===== src/rtl/ring_output_arbiter.sv =====
// ring_output_arbiter: per-output-port switch allocator and link sequencer.
// Round-robin grant among cw/ccw/pe for the VC matching the current polarity,
// while the buffer of the opposite VC is offered on the link.
module ring_output_arbiter #(
  parameter int NREQ = 3
) (
  input  logic            clk,
  input  logic            reset,        // asynchronous, active low
  input  logic [NREQ-1:0] req_even,
  input  logic [NREQ-1:0] req_odd,
  input  logic            ro,
  output logic            polarity,
  output logic [NREQ-1:0] grant,
  output logic            so,
  output logic            send_vc,
  output logic            ob_full_even,
  output logic            ob_full_odd
);

  logic       polarity_q, polarity_d;
  logic [1:0] rr_even_q, rr_even_d;
  logic [1:0] rr_odd_q, rr_odd_d;
  logic       full_even_q, full_even_d;
  logic       full_odd_q, full_odd_d;

  logic [NREQ-1:0] req_sel;
  logic [NREQ-1:0] grant_c;
  logic            full_sel;
  logic [1:0]      ptr_sel;
  logic [1:0]      idx;
  logic [1:0]      gnt_idx;
  logic            gnt_valid;
  logic            so_c;

  // Increment modulo 3; the unused code 3 folds back to 0.
  function automatic logic [1:0] inc3(input logic [1:0] p);
    inc3 = (p >= 2'd2) ? 2'd0 : p + 2'd1;
  endfunction

  // Switch phase: search ptr, ptr+1, ptr+2 (mod 3) among requests of VC = polarity.
  always_comb begin
    grant_c   = '0;
    gnt_idx   = 2'd0;
    gnt_valid = 1'b0;
    req_sel   = polarity_q ? req_odd : req_even;
    full_sel  = polarity_q ? full_odd_q : full_even_q;
    ptr_sel   = polarity_q ? rr_odd_q : rr_even_q;
    idx       = (ptr_sel == 2'd3) ? 2'd0 : ptr_sel;
    if (reset && !full_sel) begin
      for (int k = 0; k < 3; k++) begin
        if (!gnt_valid && req_sel[idx]) begin
          gnt_valid    = 1'b1;
          gnt_idx      = idx;
          grant_c[idx] = 1'b1;
        end
        idx = inc3(idx);
      end
    end
  end

  // Link phase: the buffer of VC = ~polarity is offered; reset low forces so off.
  always_comb begin
    so_c = reset & (polarity_q ? full_even_q : full_odd_q);
  end

  // Next state: polarity toggle, pointer advance on grant, full-flag set/clear.
  always_comb begin
    polarity_d  = ~polarity_q;
    rr_even_d   = rr_even_q;
    rr_odd_d    = rr_odd_q;
    full_even_d = full_even_q;
    full_odd_d  = full_odd_q;
    if (!polarity_q) begin
      // even switch phase, odd link phase
      if (gnt_valid) begin
        rr_even_d   = inc3(gnt_idx);
        full_even_d = 1'b1;
      end
      if (so_c && ro) begin
        full_odd_d = 1'b0;
      end
    end else begin
      // odd switch phase, even link phase
      if (gnt_valid) begin
        rr_odd_d   = inc3(gnt_idx);
        full_odd_d = 1'b1;
      end
      if (so_c && ro) begin
        full_even_d = 1'b0;
      end
    end
  end

  // State registers; reset drops held flits and restarts on an even cycle.
  always_ff @(posedge clk or negedge reset) begin
    if (!reset) begin
      polarity_q  <= 1'b0;
      rr_even_q   <= 2'd0;
      rr_odd_q    <= 2'd0;
      full_even_q <= 1'b0;
      full_odd_q  <= 1'b0;
    end else begin
      polarity_q  <= polarity_d;
      rr_even_q   <= rr_even_d;
      rr_odd_q    <= rr_odd_d;
      full_even_q <= full_even_d;
      full_odd_q  <= full_odd_d;
    end
  end

  assign polarity     = polarity_q;
  assign grant        = grant_c;
  assign so           = so_c;
  assign send_vc      = ~polarity_q;
  assign ob_full_even = full_even_q;
  assign ob_full_odd  = full_odd_q;

endmodule


===== config.mk =====
export PLATFORM = sky130hd
export DESIGN_NAME = ring_output_arbiter
export DESIGN_NICKNAME = d
export VERILOG_FILES = /design/src/rtl/ring_output_arbiter.sv
export SDC_FILE = /design/constraint.sdc
export NUM_CORES = 1
export LEC_CHECK = 0
export BUFFER_PORTS_ARGS = -buffer_cell sky130_fd_sc_hd__buf_2
export CAP_MARGIN = 10
export CORE_MARGIN = 10
export CORE_UTILIZATION = 53
export CTS_CLUSTER_SIZE = 14
export DETAILED_ROUTE_END_ITERATION = 8
export PLACE_DENSITY = 0.89
export SLEW_MARGIN = 30
export SYNTH_ARGS = -nofsm -noshare
export SYNTH_HDL_FRONTEND = slang
export SYNTH_SLANG_ARGS = --single-unit

===== constraint.sdc =====
create_clock -name clk -period 3.7 [get_ports clk]
set_input_delay 0.74 -clock clk [delete_from_list [all_inputs] [get_ports clk]]
set_output_delay 0.74 -clock clk [all_outputs]
set_load 0.005 [all_outputs]

==> metrics, run 1 <==
R2R Setup Slk 1.03 ns; initial antenna violation count 0; CP cell instances inv_1 > a21boi_1 > inv_1 > ha_1 > nor2_1 > nor4b_1 > o21ai_0 > a21oi_1 > buf_2; Final GP Congestion 0.887; outcome finished, final reports clean; CP most frequent cell inv_1; post-synthesis compound-gate area fraction 0.222; Cells after Synth 98; CP Launch Type flop; # port buffers 16; # fillers 128; GR Util All Layers 0.116; fmax 296 MHz; pin count of the biggest net entering global routing 17; Worst setup EP type output port; setup violators final 0; commonest non-fill, non-tap cells in the layout buf_2, nand2_1, a21oi_1; power per cell area 585 nW/um^2; top cell type's share of synthesized area 0.219; Initial Util 0.585; post-route cell area 903 um^2; CP delay by family, top simple AND/OR/NAND/NOR gates; pre-CTS setup slack 0.460 ns; 1st-iter DRT viols 27; DRC Markers 0; Routed Antenna Nets 0; Die Span X 58.8 um; WP buf/inv 3; clock sink count 7; top cells by area, synth dfrtp_1, mux2i_1, a21oi_1; die area 3460 um^2; Routed wire per std cell 15.5 um; DR pass1 iterations 4; Critical Path AT 2.64 ns; DR vias 815; Synth Warn # 0; clock period minus worst slack 3.38 ns; first-pass GRT wire length 3.22 mm; simple-gate area share of the yosys netlist 0.228; slack of the critical path 0.320 ns; post-CTS resize count 0; Final Core Density 0.661; postcts setup bufs 0; synth unique cells 35; post-synthesis sequential area ratio 0.219; Worst-Margin Slew 0.502 ns; Std-Cell Rows 13; RSZ-0062 raised after global routing false; Area Growth Syn to Fin 13.0%; Post-DP Area 875 um^2; setup TNS 0 ns; worst min-delay path class in -> async; Final Max Tran Viols 0; Critical Path Max Stage Delay 0.46 ns; WHS 0.337 ns; Leak 0.428 nW; later-pin clock latency in the skew report 0.25 ns; CTS tree done; Critical-path top delay cell ha_1; R2R Path Start polarity; Yosys top cell by area dfrtp_1; mux contribution to synthesized area 0.182; vias in the first global route 746; CTS Buf Count 3; fin crit share 0.913; adder and majority cell fraction of the synthesized area 0.0767; total of max-cap violations 0; Boundary Pins 17; Non-Filler Instances 128; number of synthesized register bits 7; Worst Path Max Fanout 14; Max transition margin 0.656; total gr overflow 0; Die Y-Extent 58.8 um; crit path kind reg -> out; root buf cell clkbuf_4; syn_area_per_cell 8.16 um^2; main combinational cell family by area after synthesis simple AND/OR/NAND/NOR gates; post-detail-place hpwl 1.57 mm; core outline area 1370 um^2; Mapped Area 800 um^2; Final Hold Viols 0; Final nets 127; Clock Pin Slew Worst Setup and Hold Paths 0.05 ns; Max Clock Skew 0.00328 ns; Synth Area in XOR/XNOR 0; peak supply drop 0.000424 V; placed cell count 124; Req. time, crit path 2.96 ns; Post-CTS Hold Fix Bufs 0; CP startpoint polarity; Via-to-Cell Ratio 6.37; n_diodes 0; drt total wl 1.99 mm; H-tree depth 1; Syn Nets 111; clock buffer depth 2; Tot Pwr 528 uW; share of layout cells above drive strength 1 0.257; commonest non-fill, non-tap cell in the layout buf_2
state kept, by name, summed over array words and instances (netlist names):
name and count:
ob_full_even 1, ob_full_odd 1, polarity 1, rr_even_q 2, rr_odd_q 2
cell usage after synthesis:
| cell | n |
|---|---|
| o21ai_0 | 7 |
| or3b_2 | 1 |
| clkbuf_1 | 4 |
| nor2_1 | 5 |
| maj3_2 | 1 |
| nand3b_1 | 1 |
| nand2_1 | 12 |
| nor2b_1 | 1 |
| o211ai_1 | 1 |
| nand3_1 | 2 |
| a21oi_1 | 10 |
| o21ai_1 | 1 |
| buf_2 | 1 |
| buf_6 | 1 |
| o211ai_2 | 1 |
| dfrtp_1 | 7 |
| mux2_1 | 2 |
| or4b_1 | 1 |
| ha_1 | 4 |
| mux2i_1 | 7 |
| a21boi_0 | 1 |
| a311oi_1 | 1 |
| nand4_1 | 1 |
| mux2_4 | 2 |
| a32oi_1 | 1 |
| nor4b_1 | 2 |
| o32ai_1 | 1 |
| nand2b_1 | 3 |
| o2111ai_1 | 1 |
| mux4_2 | 1 |
| nand4b_1 | 2 |
| and3_1 | 1 |
| nor3_1 | 2 |
| a211oi_2 | 2 |
| inv_1 | 7 |
worst paths after layout:
path | end | cells past startpoint
max in group asynchronous | ob_full_odd | 1
max reg2reg | rr_odd_q[0] | 9
min | ob_full_even | 1
max | grant[1] | 9
min in group clk | rr_even_q[0] | 1
min reg2reg | rr_even_q[0] | 1
report_power, final:
part	leakage [nW]	total (mW)	internal (mW)	switching, mW
Sequential	0.0795	0.126	0.105	0.0206
Combinational	0.333	0.334	0.133	0.201
Clock	0.0150	0.0683	0.0411	0.0272
Total	0.428	0.528	0.280	0.249
layer usage:
| metal | up-vias | global-route usage | wire length (um) | share of wire |
|---|---|---|---|---|
| met4 | 0 | 0.0820 | 53 | 0.027 |
| met5 | - | 0 | 0 | 0 |
| met1 | 390 | 0.118 | 826 | 0.42 |
| met2 | 29 | 0.195 | 977 | 0.49 |
| met3 | 7 | 0.0365 | 133 | 0.067 |
| li1 | 389 | - | - | - |
cells by family (layout without fill, tap and decap cells):
group                      Yosys count  after routing
adders and majority gates            5              5
AOI/OAI and AO/OA                   27             27
buffers and inverters               13             28
muxes                               12             12
and+or+nand+nor                     34             34
DFF                                  7              7
final cells by class:
| class | instances | area [um^2] | area share |
|---|---|---|---|
| multi-input cells | 78 | 569 | 0.630 |
| clock buffers | 4 | 26.3 | 0.0291 |
| inverters | 7 | 26.3 | 0.0291 |
| flip-flops and latches | 7 | 175 | 0.194 |
| well taps | 15 | 18.8 | 0.0208 |
| repair buffers | 17 | 87.6 | 0.0970 |
No activity file was read; power rests on OpenSTA's default activity.
==> run 2, diff against run 1 <==
--- a/config.mk
+++ b/config.mk
@@ -8,11 +8,10 @@
 export BUFFER_PORTS_ARGS = -buffer_cell sky130_fd_sc_hd__buf_2
 export CAP_MARGIN = 10
 export CORE_MARGIN = 10
-export CORE_UTILIZATION = 53
+export CORE_UTILIZATION = 48
 export CTS_CLUSTER_SIZE = 14
 export DETAILED_ROUTE_END_ITERATION = 8
-export PLACE_DENSITY = 0.89
-export SLEW_MARGIN = 30
+export PLACE_DENSITY = 0.85
 export SYNTH_ARGS = -nofsm -noshare
 export SYNTH_HDL_FRONTEND = slang
 export SYNTH_SLANG_ARGS = --single-unit
==> constraint.sdc (replaced) <==
create_clock -name clk -period 2.8 [get_ports clk]
set_input_delay 0.56 -clock clk [delete_from_list [all_inputs] [get_ports clk]]
set_output_delay 0.56 -clock clk [all_outputs]
set_load 0.005 [all_outputs]
==> run 2 against run 1 <==
Net effect: wire length rose by 24%; total power rose by 80%; first-iteration DRC count fell by 19%; largest cell class unchanged.
==> metrics, run 2 (same netlist as run 1, synthesis figures left out) <==
outcome finished, final reports clean; CTS Buf Count 3; fmax 361 MHz; Worst-Margin Slew 0.322 ns; RSZ-0062 raised after global routing true; Critical Path AT 2.21 ns; DRC Markers 0; Worst setup EP type output port; Routed wire per std cell 17.4 um; total of max-cap violations 0; Critical Path Max Stage Delay 0.47 ns; root buf cell clkbuf_4; drt total wl 2.48 mm; GR Util All Layers 0.135; Clock Pin Slew Worst Setup and Hold Paths 0.05 ns; power per cell area 842 nW/um^2; post-detail-place hpwl 1.72 mm; Final Max Tran Viols 0; core outline area 1540 um^2; clock period minus worst slack 2.77 ns; Final Core Density 0.733; setup violators final 0; Critical-path top delay cell or4b_4; die area 3700 um^2; share of layout cells above drive strength 1 0.476; DR vias 859; peak supply drop 0.000466 V; largest registers rr_even_q (2), rr_odd_q (2); Area Growth Syn to Fin 41.3%; Final nets 140; H-tree depth 1; Req. time, crit path 2.24 ns; Final GP Congestion 0.935; later-pin clock latency in the skew report 0.25 ns; n_diodes 0; placed cell count 132; Max Clock Skew 0.00197 ns; Tot Pwr 951 uW; total gr overflow 0; clock buffer depth 2; Via-to-Cell Ratio 6.05; first-pass GRT wire length 3.90 mm; DR pass1 iterations 4; pin count of the biggest net entering global routing 15; Routed Antenna Nets 0; crit path kind reg -> out; # port buffers 16; WP buf/inv 2; CTS tree done; commonest non-fill, non-tap cell in the layout buf_2; register area 176 um^2; 1st-iter DRT viols 22; Post-CTS Hold Fix Bufs 0; WHS 0.158 ns; worst min-delay path class in -> async; # fillers 112; Max transition margin 0.785; initial antenna violation count 0; CP Launch Type flop; Die Y-Extent 60.8 um; commonest non-fill, non-tap cells in the layout buf_2, nand2_1, buf_4, o21ai_0, a21oi_1; vias in the first global route 874; multi-input combinational cell area 673 um^2; clock sink count 7; Leak 0.508 nW; CP cell instances mux2i_2 > buf_4 > ha_4 > or4b_4 > a21oi_4 > a32oi_1 > a21oi_1 > buf_2; CP delay by family, top simple AND/OR/NAND/NOR gates; Boundary Pins 17; Die Span X 60.8 um; Final Hold Viols 0; Non-Filler Instances 142; fin crit share 0.989; Initial Util 0.519; Std-Cell Rows 14; Worst Path Max Fanout 4
-- run 2: cell type report --
| type | instances | area share |
|---|---|---|
| Clock buffer | 4 | 0.0233 |
| Timing Repair Buffer | 30 | 0.181 |
| Inverter | 7 | 0.0266 |
| Sequential cell | 7 | 0.156 |
| Multi-Input combinational cell | 78 | 0.596 |
| Tap cell | 16 | 0.0177 |
-- run 2: path summary, 6_finish.rpt --
kind,startpoint,endpoint,slack (ns),cells after the start
min in group clk,rr_even_q[0],rr_even_q[0],0.51,1
setup reg to reg,polarity,rr_odd_q[0],0.37,8
setup / recovery,polarity,grant[0],0.03,8
hold / removal,reset,rr_even_q[0],0.16,1
hold reg to reg,rr_even_q[0],rr_even_q[0],0.51,1
max in group asynchronous,reset,polarity,2.44,1
-- run 2: metal layers --
metal / wire, um / track usage / share of wire / up-vias
met5: 0 / 0 / 0 / -
met4: 90 / 0.0878 / 0.036 / 0
met3: 68 / 0.0125 / 0.027 / 10
met2: 1360 / 0.265 / 0.55 / 21
met1: 960 / 0.129 / 0.39 / 415
li1: - / - / - / 413
-- run 2: stage by stage --
stage | setup WS, ns | area [um^2] | setup TNS (ns)
floorplan | 0.00405 | 807 | 0
global placement | 0.266 | 935 | 0
detailed placement | 0.169 | 935 | 0
CTS | 0.0309 | 1020 | 0
global route | -0.0710 | 1130 | -0.174
finish | 0.0305 | 1130 | 0
-- run 2: worst reg2reg max path, stage by stage, from the launching register on --
cell,delay [ns]
dfrtp_2,0.45
nand2_2,0.08
a21boi_4,0.23
inv_2,0.08
ha_4,0.28
buf_4,0.17
maj3_2,0.32
a211oi_2,0.35
mux2_1,0.35
-- run 2: timing repair --
| item | in CTS | in global routing |
|---|---|---|
| gates resized for setup | 11 | 18 |
| pin swaps | 3 | 9 |
| cloned | 0 | 0 |
| buffers inserted | 3 | 3 |
| setup endpoints to repair | 3 | 3 |
-- run 2: power by group --
part           switching (mW)  total (mW)  internal (mW)  leakage [nW]
Combinational           0.360       0.687          0.326         0.414
Sequential             0.0371       0.177          0.140        0.0792
Clock                  0.0336      0.0877         0.0541        0.0150
Total                   0.431       0.951          0.520         0.508
